## config.mk

```make
export PLATFORM = sky130hd
export DESIGN_NAME = add_accum_unit
export DESIGN_NICKNAME = d
export VERILOG_FILES = /design/src/rtl/add_accum_unit.sv
export SDC_FILE = /design/constraint.sdc
export NUM_CORES = 1
export LEC_CHECK = 0
export ABC_AREA = 1
export CAP_MARGIN = 40
export CORE_ASPECT_RATIO = 1.75
export CORE_MARGIN = 3
export CORE_UTILIZATION = 45
export DETAILED_ROUTE_END_ITERATION = 10
export DONT_BUFFER_PORTS = 1
export GPL_TIMING_DRIVEN = 0
export PLACE_DENSITY_LB_ADDON = 0.12
export SETUP_SLACK_MARGIN = 0.15
export SLEW_MARGIN = 5
export SYNTH_ARGS = -nofsm -noshare
export SYNTH_HDL_FRONTEND = slang
export SYNTH_SLANG_ARGS = --single-unit
```

## constraint.sdc

```tcl
create_clock -name clk -period 2.5 [get_ports clk]
set_input_delay 0.25 -clock clk [delete_from_list [all_inputs] [get_ports clk]]
set_output_delay 0.25 -clock clk [all_outputs]
set_load 0.05 [all_outputs]
```

## src/rtl/add_accum_unit.sv

```systemverilog
// Add/subtract/accumulate unit with a one-deep valid/ready output register.
// The accumulator clamps or wraps on overflow and a sticky flag records that it happened.
module add_accum_unit #(
  parameter int WIDTH     = 4,
  parameter int ACC_WIDTH = 8,
  parameter int SATURATE  = 1,
  parameter int CNT_WIDTH = 4
) (
  input  logic                 clk,
  input  logic                 reset,
  input  logic                 in_valid,
  output logic                 in_ready,
  input  logic [WIDTH-1:0]     op_a,
  input  logic [WIDTH-1:0]     op_b,
  input  logic [1:0]           mode,
  output logic                 out_valid,
  input  logic                 out_ready,
  output logic [ACC_WIDTH-1:0] result,
  output logic                 carry,
  output logic                 ovf,
  output logic [CNT_WIDTH-1:0] acc_count
);

  localparam int SUM_W = ACC_WIDTH + 1;
  localparam logic [ACC_WIDTH-1:0] ACC_ZERO = {ACC_WIDTH{1'b0}};
  localparam logic [ACC_WIDTH-1:0] ACC_ONES = {ACC_WIDTH{1'b1}};
  localparam logic [CNT_WIDTH-1:0] CNT_ZERO = {CNT_WIDTH{1'b0}};
  localparam logic [CNT_WIDTH-1:0] CNT_ONES = {CNT_WIDTH{1'b1}};
  localparam logic [CNT_WIDTH-1:0] CNT_ONE  = CNT_WIDTH'(1'b1);

  logic [ACC_WIDTH-1:0] acc_r;
  logic [ACC_WIDTH-1:0] result_r;
  logic                 carry_r;
  logic                 ovf_r;
  logic [CNT_WIDTH-1:0] acc_count_r;
  logic                 out_valid_r;

  logic                 accept_s;
  logic [WIDTH:0]       add_sum_s;
  logic [WIDTH-1:0]     sub_diff_s;
  logic [SUM_W-1:0]     acc_sum_s;
  logic [ACC_WIDTH-1:0] nxt_result_s;
  logic [ACC_WIDTH-1:0] nxt_acc_s;
  logic                 nxt_carry_s;
  logic                 nxt_ovf_s;
  logic [CNT_WIDTH-1:0] nxt_cnt_s;

  // A held result blocks new work unless the consumer drains it this same cycle.
  assign in_ready   = ~out_valid_r | out_ready;
  assign accept_s   = in_valid & in_ready;
  assign add_sum_s  = {1'b0, op_a} + {1'b0, op_b};
  assign sub_diff_s = op_a - op_b;
  assign acc_sum_s  = {1'b0, acc_r} + SUM_W'(op_a) + SUM_W'(op_b);

  assign result    = result_r;
  assign carry     = carry_r;
  assign ovf       = ovf_r;
  assign acc_count = acc_count_r;
  assign out_valid = out_valid_r;

  // Next-state values for one accepted transaction, selected by mode.
  always_comb begin
    nxt_result_s = result_r;
    nxt_carry_s  = carry_r;
    nxt_acc_s    = acc_r;
    nxt_ovf_s    = ovf_r;
    nxt_cnt_s    = acc_count_r;
    case (mode)
      2'b00: begin
        nxt_result_s = ACC_WIDTH'(add_sum_s);
        nxt_carry_s  = add_sum_s[WIDTH];
      end
      2'b01: begin
        nxt_result_s = ACC_WIDTH'(sub_diff_s);
        nxt_carry_s  = (op_a < op_b);
      end
      2'b10: begin
        if (acc_sum_s[ACC_WIDTH]) begin
          nxt_ovf_s = 1'b1;
          if (SATURATE != 0) begin
            nxt_acc_s = ACC_ONES;
          end else begin
            nxt_acc_s = acc_sum_s[ACC_WIDTH-1:0];
          end
        end else begin
          nxt_acc_s = acc_sum_s[ACC_WIDTH-1:0];
        end
        if (acc_count_r != CNT_ONES) begin
          nxt_cnt_s = acc_count_r + CNT_ONE;
        end else begin
          nxt_cnt_s = acc_count_r;
        end
        nxt_result_s = nxt_acc_s;
        nxt_carry_s  = 1'b0;
      end
      2'b11: begin
        nxt_result_s = ACC_ZERO;
        nxt_carry_s  = 1'b0;
        nxt_acc_s    = ACC_ZERO;
        nxt_ovf_s    = 1'b0;
        nxt_cnt_s    = CNT_ZERO;
      end
      default: begin
        nxt_result_s = result_r;
        nxt_carry_s  = carry_r;
      end
    endcase
  end

  // State and output registers; reset overrides any handshake in the same cycle.
  always_ff @(posedge clk) begin
    if (reset) begin
      acc_r       <= ACC_ZERO;
      result_r    <= ACC_ZERO;
      carry_r     <= 1'b0;
      ovf_r       <= 1'b0;
      acc_count_r <= CNT_ZERO;
      out_valid_r <= 1'b0;
    end else if (accept_s) begin
      acc_r       <= nxt_acc_s;
      result_r    <= nxt_result_s;
      carry_r     <= nxt_carry_s;
      ovf_r       <= nxt_ovf_s;
      acc_count_r <= nxt_cnt_s;
      out_valid_r <= 1'b1;
    end else if (out_ready) begin
      out_valid_r <= 1'b0;
    end else begin
      out_valid_r <= out_valid_r;
    end
  end

endmodule

```

==> results_dict.tcl, run 1 <==
set metrics [dict create \
    n_antenna_cell 0 \
    worst-path-max-fanout 6 \
    power_density_nw_per_um2 505 \
    multi_input_comb_area_um2 1050 \
    critical_path_arrival_ns 2.29 \
    post-cts-setup-buffer-count 0 \
    grt_antenna_before_repair 0 \
    worstHoldPathCells 1 \
    synth_top_area_cell "sky130_fd_sc_hd__dfxtp_1" \
    synth_fp_nets 269 \
    fin_crit_share_pct 85.9 \
    area.sequential_um2 460 \
    synth.distinct_cells 30 \
    critical_r2r_capture "acc_r[2]" \
    hp-class "primary input to flip-flop" \
    synth-adder-area-share_pct 18.4 \
    postLayoutCoreUtil_pct 50.9 \
    insertion_delay_ns 0.27 \
    die_x_um 51.7 \
    setup_repair_after_global_routing_missed_its_margin "no" \
    synth_enable_flop_cells 0 \
    power.clock.fraction_pct 27.2 \
    synthesized_area_fraction_occupied_by_xor_and_xnor_cells_pct 1.06 \
    root_buffer_cell "sky130_fd_sc_hd__clkbuf_8" \
    grt_remaining_overflow 0 \
    number_of_cells_produced_by_synthesis 235 \
    nFillCells 387 \
    clock_skew_ns 0.00417 \
    clk_buf_depth 2 \
    relSlewSlack_pct 59.7 \
    mean_post_synth_cell_area_um2 7.01 \
    yosysSeqAreaShare_pct 28.0 \
    first_pass_iters 4 \
    crit_path_buf_inv_count 0 \
    r2r_cells 8 \
    post_cts_resized 0 \
    start_kind "flip-flop" \
    status "finished clean" \
    die-area_um2 4450 \
    setup.worst_path.end_class "flip-flop" \
    cts_buffers 3 \
    ant_nets 0 \
    multiplexer_share_of_the_synthesized_area_pct 0 \
    cts_htree_levels 1 \
    initial_cell_density_of_the_core_pct 48.0 \
    gpl.final_weighted_congestion 0.881 \
    synth_simple_gate_area_share_pct 33.1 \
    cp_top_family "adder cells" \
    crit_required_ns 2.64 \
    worstHoldStart "reset" \
    setup_ws_ns 0.353 \
    maxCapViolCount 0 \
    p_leak_nw 0.816 \
    area_growth_pct 6.23 \
    synth_top_area_share_pct 28.0 \
    drt_drc_violations_left 0 \
    most_used_flip_flop_cell_after_synthesis "sky130_fd_sc_hd__dfxtp_1" \
    io_pins 30 \
    tritoncts "done" \
    grt_start_max_net_pins 14 \
    grt_usage_pct 18.4 \
    post_drt_wl_per_cell_um 13.1 \
    detail_route.wirelength_um 3730 \
    reg2reg_from "acc_r[3]" \
    ys_warn_count 0 \
    placement.cell_area_um2 1700 \
    final_hold_violation_count 0 \
    crit_slowest_cell "sky130_fd_sc_hd__fa_1" \
    vias 1437 \
    fraction_of_registers_with_async_set_or_reset_after_synthesis_pct 0 \
    syn-cell-area_um2 1650 \
    clkTransAtPathRegs_ns 0.09 \
    tightestPinTransition_ns 0.604 \
    timing.critical_path.slowest_cell_delay_ns 0.45 \
    core_area_um2 3430 \
    ctsHoldBuffers 0 \
    vias_per_cell 5.06 \
    period_minus_slack_ns 2.15 \
    cp.depth 8 \
    pwr-share-comb_pct 23.6 \
    grt_first_pass_wirelength_um 6200 \
    ys_top_cells_by_count "64 x sky130_fd_sc_hd__nand2_1, 29 x sky130_fd_sc_hd__inv_1, 23 x sky130_fd_sc_hd__dfxtp_1" \
    slew_viol_final 0 \
    placement.setup.worst_slack_ns 0.349 \
    synth.most_common_cell "sky130_fd_sc_hd__nand2_1" \
    r2r_setup_slack_ns 0.35 \
    synth_seq_cells 23 \
    cts.sink_count 23 \
    detailedRoute.firstIterationViolations 17 \
    hold_path_end "result[5]" \
    hpwl_reported_at_the_end_of_detailed_placement_um 3160 \
    setup_viol 0 \
    power.share.sequential_pct 49.2 \
    count_of_standard_cell_rows 28 \
    final_nets 274 \
    internal_power_mw 0.575 \
    synth_top_family_by_area "simple AND/OR/NAND/NOR gates" \
    netSwitchingFraction_pct 34.8 \
    drive_gt1_share_pct 8.79 \
    synth-compound-area-share_pct 11.4 \
    crit_path_cell_trace "fa_1 -> ha_1 -> or2_4 -> nand3_2 -> nand2_2 -> or2_1 -> nand2_1 -> a21oi_1" \
    numPortBuffers 0 \
    final_cell_area_um2 1750 \
    timing.setup.critical_path_class "flip-flop to flip-flop" \
    ys_top_cells_by_area "sky130_fd_sc_hd__dfxtp_1 28%, sky130_fd_sc_hd__nand2_1 15%, sky130_fd_sc_hd__ha_1 9.9%, sky130_fd_sc_hd__fa_1 8.5%, sky130_fd_sc_hd__a21oi_1 6.7%" \
    vdd.ir_drop.worst_mv 0.234 \
    p_sw_mw 0.307 \
    setup_tns_ns 0 \
    die_height_um 86.0 \
    timing.fmax_mhz 466 \
    grt_pass1_vias 1448 \
]
==> worst max path at each step <==
| stage | start | slack (ns) | endpoint |
|---|---|---|---|
| 6_report | acc_r[3] | 0.35 | acc_r[2] |
| 5_1_grt | acc_r[1] | 0.17 | acc_r[7] |
| 4_1_cts | acc_r[3] | 0.33 | acc_r[2] |
| 3_5_place_dp | acc_r[3] | 0.35 | acc_r[2] |
| 3_3_place_gp | acc_r[3] | 0.35 | acc_r[2] |
| 2_1_floorplan | acc_r[1] | 0.54 | result[3] |
==> routing by layer <==
| metal | vias to the layer above | GRT usage (%) | routed length [um] |
|---|---|---|---|
| li1 | 759 | - | - |
| met1 | 646 | 17.2 | 1350 |
| met2 | 27 | 36.3 | 2160 |
| met3 | 5 | 3.30 | 166 |
| met4 | 0 | 8.11 | 57 |
| met5 | - | 0 | 0 |
==> cell usage in the layout, fill, tap and decap left out, drive strengths merged <==
| cell | n |
|---|---|
| a21boi | 1 |
| a21oi | 23 |
| and2 | 1 |
| buf | 1 |
| clkbuf | 4 |
| clkinv | 1 |
| dfxtp | 23 |
| fa | 7 |
| ha | 13 |
| inv | 33 |
| nand2 | 68 |
| nand3 | 13 |
| nand4 | 3 |
| nor2 | 24 |
| nor3 | 6 |
| nor4 | 1 |
| o21ai | 10 |
| o31ai | 1 |
| or2 | 4 |
| xnor2 | 1 |
| xor2 | 1 |
==> worst register-to-register path: cells and delay by family (launching register included) <==
| kind | cells | cell delay, ns |
|---|---|---|
| fa+ha+maj | 2 | 0.85 |
| simple gates | 5 | 0.75 |
| flops | 1 | 0.35 |
| compound gates | 1 | 0.06 |
==> state kept, by name (all words and copies together) (netlist names) <==
register	count
out_valid	1
ovf	1
result	8
acc_count	4
acc_r	8
carry	1
==> power by group through the flow <==
stage / Clock [mW] / Combinational [mW] / Sequential, mW
2_1_floorplan: 0 / 0.169 / 0.440
3_3_place_gp: 0 / 0.207 / 0.443
3_5_place_dp: 0 / 0.209 / 0.444
4_1_cts: 0.249 / 0.210 / 0.435
5_1_grt: 0.259 / 0.242 / 0.436
6_report: 0.240 / 0.208 / 0.434
==> stage by stage <==
step,hold slack [ns],std cells,power (mW)
after CTS,0.0335,284,0.894
after floorplan,0.319,235,0.609
after detailed placement,0.324,280,0.653
final,0.0396,284,0.883
after global placement,0.322,280,0.650
after global routing,0.0278,284,0.937
==> cells by family (layout without fill, tap and decap cells) <==
logic type | Yosys count | count (layout)
and+or+nand+nor | 120 | 120
AOI/OAI and AO/OA | 35 | 35
buffers and inverters | 35 | 39
DFF | 23 | 23
adders and majority gates | 20 | 20
xor gates and xnor gates | 2 | 2
==> area by class of cell <==
class	instances	share of cell area, %
Sequential cell	23	26.3
Buffer	2	0.501
Clock inverter	1	0.286
Clock buffer	3	2.36
Multi-Input combinational cell	177	60.2
Inverter	33	7.08
Tap cell	45	3.22
Note: power is estimated with default switching activity, not from simulation.
==> run 2, diff against run 1 <==
- clock period: 2.5 -> 2.15 ns (I/O delays scaled with it)
==> run 2 against run 1 <==
The run now ends with negative hold slack left; worst setup slack got worse by 0.23 ns; sequential cell count unchanged; core utilization up 3.4 points; sequential share of layout area shrank 1.4 points; clock power grew 17%; total power grew 21%; wire length increased by 2.6%; critical path type unchanged; largest power group unchanged.
==> results_dict.tcl, run 2 (synthesis gave the netlist of run 1 again) <==
set metrics [dict create \
    setup_tns_ns 0 \
    hp-class "primary input to flip-flop" \
    worst-path-max-fanout 4 \
    final_nets 278 \
    core_area_um2 3430 \
    placement.cell_area_um2 1700 \
    maxCapViolCount 0 \
    slew_viol_final 0 \
    post_drt_wl_per_cell_um 13.3 \
    drt_drc_violations_left 0 \
    insertion_delay_ns 0.27 \
    count_of_standard_cell_rows 28 \
    setup.worst_path.end_class "flip-flop" \
    tightestPinTransition_ns 0.604 \
    detail_route.wirelength_um 3830 \
    grt_remaining_overflow 0 \
    clock_skew_ns 0.00425 \
    vias_per_cell 5.10 \
    detailedRoute.firstIterationViolations 27 \
    critical_path_arrival_ns 2.17 \
    crit_required_ns 2.29 \
    vdd.ir_drop.worst_mv 0.275 \
    power_density_nw_per_um2 572 \
    cts_htree_levels 1 \
    gpl.final_weighted_congestion 0.881 \
    r2r_cells 8 \
    final_hold_violation_count 1 \
    root_buffer_cell "sky130_fd_sc_hd__clkbuf_8" \
    ant_nets 0 \
    clkTransAtPathRegs_ns 0.09 \
    grt_first_pass_wirelength_um 6300 \
    timing.fmax_mhz 493 \
    worstHoldPathCells 1 \
    numPortBuffers 0 \
    first_pass_iters 4 \
    status "finished, violations left" \
    layoutNonFillerInstCount 288 \
    grt_usage_pct 18.6 \
    vias 1468 \
    drive_gt1_share_pct 17.3 \
    ctsHoldBuffers 1 \
    setup_repair_after_global_routing_missed_its_margin "yes" \
    grt_start_max_net_pins 14 \
    setup_viol 0 \
    initial_cell_density_of_the_core_pct 48.0 \
    power_mw 1.07 \
    hpwl_reported_at_the_end_of_detailed_placement_um 3160 \
    die-area_um2 4450 \
    cts_buffers 3 \
    tritoncts "done" \
    grt_antenna_before_repair 0 \
    timing.setup.critical_path_class "flip-flop to flip-flop" \
    final_cell_area_um2 1870 \
    fin_crit_share_pct 94.3 \
    p_leak_nw 0.838 \
    cts.sink_count 23 \
    io_pins 30 \
    most-common-layout-cells "61 x sky130_fd_sc_hd__nand2_1, 29 x sky130_fd_sc_hd__inv_1, 21 x sky130_fd_sc_hd__a21oi_1, 21 x sky130_fd_sc_hd__nor2_1, 19 x sky130_fd_sc_hd__dfxtp_1" \
    grt_pass1_vias 1460 \
    die_x_um 51.7 \
    placement.setup.worst_slack_ns -0.000809 \
    failed_checks "negative hold slack" \
    relSlewSlack_pct 59.7 \
    clk_buf_depth 2 \
    die_height_um 86.0 \
    layout.cells.most_common "sky130_fd_sc_hd__nand2_1" \
    period_minus_slack_ns 2.03 \
    setup_ws_ns 0.123 \
    dp_cells 280 \
    n_antenna_cell 0 \
    start_kind "flip-flop" \
    final_layout_worst_hold_slack_ns -0.00118 \
    area_growth_pct 13.3 \
]
run 2: cell count changes in the layout (fill, tap and decap cells not counted), moves of 2 or more:
cell / previous run / this run
sky130_fd_sc_hd__dfxtp_1: 23 / 19
sky130_fd_sc_hd__dfxtp_2: 0 / 4
sky130_fd_sc_hd__ha_1: 13 / 9
sky130_fd_sc_hd__buf_4: 0 / 3
sky130_fd_sc_hd__fa_1: 7 / 4
sky130_fd_sc_hd__fa_2: 0 / 3
sky130_fd_sc_hd__nand2_1: 64 / 61
sky130_fd_sc_hd__ha_2: 0 / 2
sky130_fd_sc_hd__ha_4: 0 / 2
sky130_fd_sc_hd__nand2_2: 4 / 6
sky130_fd_sc_hd__nand3_1: 11 / 9
run 2: path summary, 6_finish.rpt:
check,start,end,slack (ns)
worst min-delay path,reset,acc_r[7],-0.001
worst max-delay path,acc_r[3],acc_r[2],0.12
worst min register to register,acc_r[0],acc_r[0],0.47
worst max register to register,acc_r[3],acc_r[2],0.12
run 2: stage by stage:
step | hold slack (ns) | utilization (%)
after floorplan | 0.284 | -
after CTS | 0.00586 | 52.7
final | -0.00118 | 54.3
after global routing | -0.00893 | 54.3
after global placement | 0.287 | 49.6
after detailed placement | 0.289 | 49.6
run 2: worst max-delay path, cell delays in order, from the launching register on:
cell and delay, ns:
sky130_fd_sc_hd__dfxtp_2 0.33, sky130_fd_sc_hd__fa_2 0.56, sky130_fd_sc_hd__ha_4 0.21, sky130_fd_sc_hd__or2_4 0.25, sky130_fd_sc_hd__nand3_4 0.09, sky130_fd_sc_hd__nand2_4 0.07, sky130_fd_sc_hd__or2_1 0.25, sky130_fd_sc_hd__nand2_1 0.08
sky130_fd_sc_hd__a21oi_1 0.06
run 2: report_power, final:
| group | leakage [nW] | switching [mW] | internal, mW | total, mW |
|---|---|---|---|---|
| clock network | 0.0255 | 0.150 | 0.130 | 0.280 |
| registers | 0.189 | 0.0612 | 0.445 | 0.506 |
| logic | 0.624 | 0.164 | 0.117 | 0.281 |
| total | 0.838 | 0.375 | 0.692 | 1.07 |
run 2: layout make-up:
cell class | count | area, um^2
fill | 376 | 1570
multi-input combinational | 177 | 1130
sequential | 23 | 465
inverter | 33 | 124
tap | 45 | 56.3
clock buffer | 3 | 41.3
timing repair buffer | 4 | 32.5
buffer | 2 | 8.76
clock inverter | 1 | 5.00
run 2: timing repair:
item	4_1_cts	5_1_grt
setup buffers	2	1
pin swaps	2	10
resized for setup	9	12
endpoints found under the setup margin	15	18
endpoints found under the hold margin	2	1
run 2: layer usage:
layer	vias up	GRT usage (%)	wire (um)
li1	767	-	-
met1	671	17.3	1380
met2	25	37.0	2240
met3	5	3.30	155
met4	0	8.11	57
met5	-	0	0
==> run 3, diff against run 2 <==
- clock period: 2.15 -> 1.7 ns (I/O delays scaled with it)
==> run 3 against run 2 <==
Sequential cell count unchanged; critical path type unchanged; register-to-register slack got worse by 0.49 ns; count of clock-buffer cells in the layout unchanged; largest cell class unchanged; design area increased by 3.8%; the run ends with negative setup slack left; worst hold slack improved by 0.059 ns; sequential share of layout area decreased by 0.27 points; non-clock buffer count unchanged; clock skew decreased by 0.0015 ns; highest routed layer unchanged; first-iteration DRC count increased by 7.4%; core utilization increased by 2.1 points.
==> results_dict.tcl, run 3 (synthesis gave the netlist of run 1 again) <==
set metrics [dict create \
    status "finished, violations left" \
    failed_checks "negative setup slack" \
    final_nets 278 \
    layoutNonFillerInstCount 288 \
    worstHoldPathCells 3 \
    critical_path.endpoint "result[3]" \
    drive_gt1_share_pct 21.0 \
    cts_htree_levels 1 \
    vias_per_cell 5.23 \
    ant_nets 0 \
    io_pins 30 \
    power_density_nw_per_um2 717 \
    drt_drc_violations_left 0 \
    r2r_cells 9 \
    tritoncts "done" \
    final_hold_violation_count 0 \
    critPathLaunch "acc_r[1]" \
    reg2reg_from "acc_r[1]" \
    setup_tns_ns -4.29 \
    clk_buf_depth 2 \
    grt_pass1_vias 1504 \
    layout.cells.most_common "sky130_fd_sc_hd__nand2_1" \
    start_kind "flip-flop" \
    crit_required_ns 1.86 \
    p_leak_nw 0.861 \
    power.clock.fraction_pct 25.2 \
    worst-path-max-fanout 3 \
    p_sw_mw 0.489 \
    vias 1506 \
    n_antenna_cell 0 \
    grt_first_pass_wirelength_um 6470 \
    critical_path_arrival_ns 2.23 \
    cts.sink_count 23 \
    most-common-layout-cells "61 x sky130_fd_sc_hd__nand2_1, 29 x sky130_fd_sc_hd__inv_1, 21 x sky130_fd_sc_hd__nor2_1, 18 x sky130_fd_sc_hd__a21oi_1, 15 x sky130_fd_sc_hd__dfxtp_1" \
    numPortBuffers 0 \
    hp-class "primary input to flip-flop" \
    die_x_um 51.7 \
    critical_r2r_capture "result[3]" \
    power.share.sequential_pct 46.1 \
    hpwl_reported_at_the_end_of_detailed_placement_um 3120 \
    first_pass_iters 4 \
    timing.fmax_mhz 485 \
    vdd.ir_drop.worst_mv 0.428 \
    post_drt_wl_per_cell_um 13.7 \
    setup.worst_path.end_class "flip-flop" \
    root_buffer_cell "sky130_fd_sc_hd__clkbuf_8" \
    core_area_um2 3430 \
    clock_skew_ns 0.00272 \
    die-area_um2 4450 \
    detail_route.wirelength_um 3950 \
    insertion_delay_ns 0.27 \
    r2r_setup_slack_ns -0.36 \
    power_mw 1.39 \
    tightestPinTransition_ns 0.544 \
    pwr-share-comb_pct 28.6 \
    dp_cells 280 \
    area_growth_pct 17.6 \
    die_height_um 86.0 \
    gpl.final_weighted_congestion 0.846 \
    relSlewSlack_pct 63.7 \
    setup_ws_ns -0.363 \
    grt_antenna_before_repair 0 \
    initial_cell_density_of_the_core_pct 48.0 \
    clkTransAtPathRegs_ns 0.09 \
    cts_buffers 3 \
    period_minus_slack_ns 2.06 \
    worstHoldStart "reset" \
    grt_usage_pct 18.7 \
    maxCapViolCount 0 \
    grt_start_max_net_pins 14 \
    fin_crit_share_pct 121 \
    grt_remaining_overflow 0 \
    netSwitchingFraction_pct 35.2 \
    count_of_standard_cell_rows 28 \
    setup_viol 17 \
    timing.setup.critical_path_class "flip-flop to flip-flop" \
    internal_power_mw 0.901 \
    slew_viol_final 0 \
    setup_repair_after_global_routing_missed_its_margin "yes" \
    detailedRoute.firstIterationViolations 29 \
    placement.setup.worst_slack_ns -0.344 \
]
[run 3: cell count changes in the layout (fill, tap and decap cells not counted), sizes merged]
cell	change
buf	-1
clkbuf	+1
[run 3: power groups by stage]
| stage | Combinational [mW] | Sequential (mW) | Clock (mW) |
|---|---|---|---|
| after floorplan | 0.262 | 0.648 | 0 |
| after global placement | 0.321 | 0.652 | 0 |
| after detailed placement | 0.327 | 0.653 | 0 |
| after CTS | 0.333 | 0.639 | 0.355 |
| after global routing | 0.443 | 0.645 | 0.379 |
| final | 0.398 | 0.641 | 0.350 |
[run 3: what timing repair did]
item / 4_1_cts / 5_1_grt
hold buffers: 1 / 0
buffers inserted: 0 / 3
setup endpoints to repair: 21 / 20
hold endpoints to repair: 3 / 0
pin swaps: 1 / 2
resized for setup: 9 / 25
[run 3: layer usage]
metal | track usage, % | wire (um) | up-vias
li1 | - | - | 768
met1 | 18.3 | 1450 | 701
met2 | 36.9 | 2290 | 29
met3 | 3.13 | 132 | 8
met4 | 6.92 | 80 | 0
met5 | 0 | 0 | -
[run 3: layout make-up]
type / instances / area (um^2)
Buffer: 2 / 11.3
Inverter: 33 / 126
Multi-Input combinational cell: 177 / 1190
Tap cell: 45 / 56.3
Clock buffer: 3 / 41.3
Sequential cell: 23 / 478
Fill cell: 365 / 1500
Timing Repair Buffer: 4 / 32.5
Clock inverter: 1 / 5.00
[run 3: how the worst min path moves through the flow]
stage,endpoint,slack (ns)
finish,carry,0.06
global route,carry,0.07
CTS,carry,0.05
detailed placement,result[7],0.24
global placement,acc_r[7],0.24
floorplan,acc_r[7],0.24
[run 3: stage by stage]
step           area (um^2)  utilization [%]  hold slack, ns
2_1_floorplan         1670                -           0.239
3_3_place_gp          1720             50.2           0.241
3_5_place_dp          1720             50.2           0.243
4_1_cts               1800             52.4          0.0511
5_1_grt               1940             56.4          0.0663
6_report              1940             56.4          0.0583
[run 3: critical path, stage by stage (launching register included)]
cell and delay (ns):
sky130_fd_sc_hd__dfxtp_2 0.33, sky130_fd_sc_hd__fa_1 0.48, sky130_fd_sc_hd__ha_4 0.19, sky130_fd_sc_hd__fa_2 0.39, sky130_fd_sc_hd__xnor2_2 0.15, sky130_fd_sc_hd__nand3_2 0.11
sky130_fd_sc_hd__nand2_1 0.10, sky130_fd_sc_hd__nand2_1 0.06, sky130_fd_sc_hd__nor2_1 0.10, sky130_fd_sc_hd__nor2_1 0.04
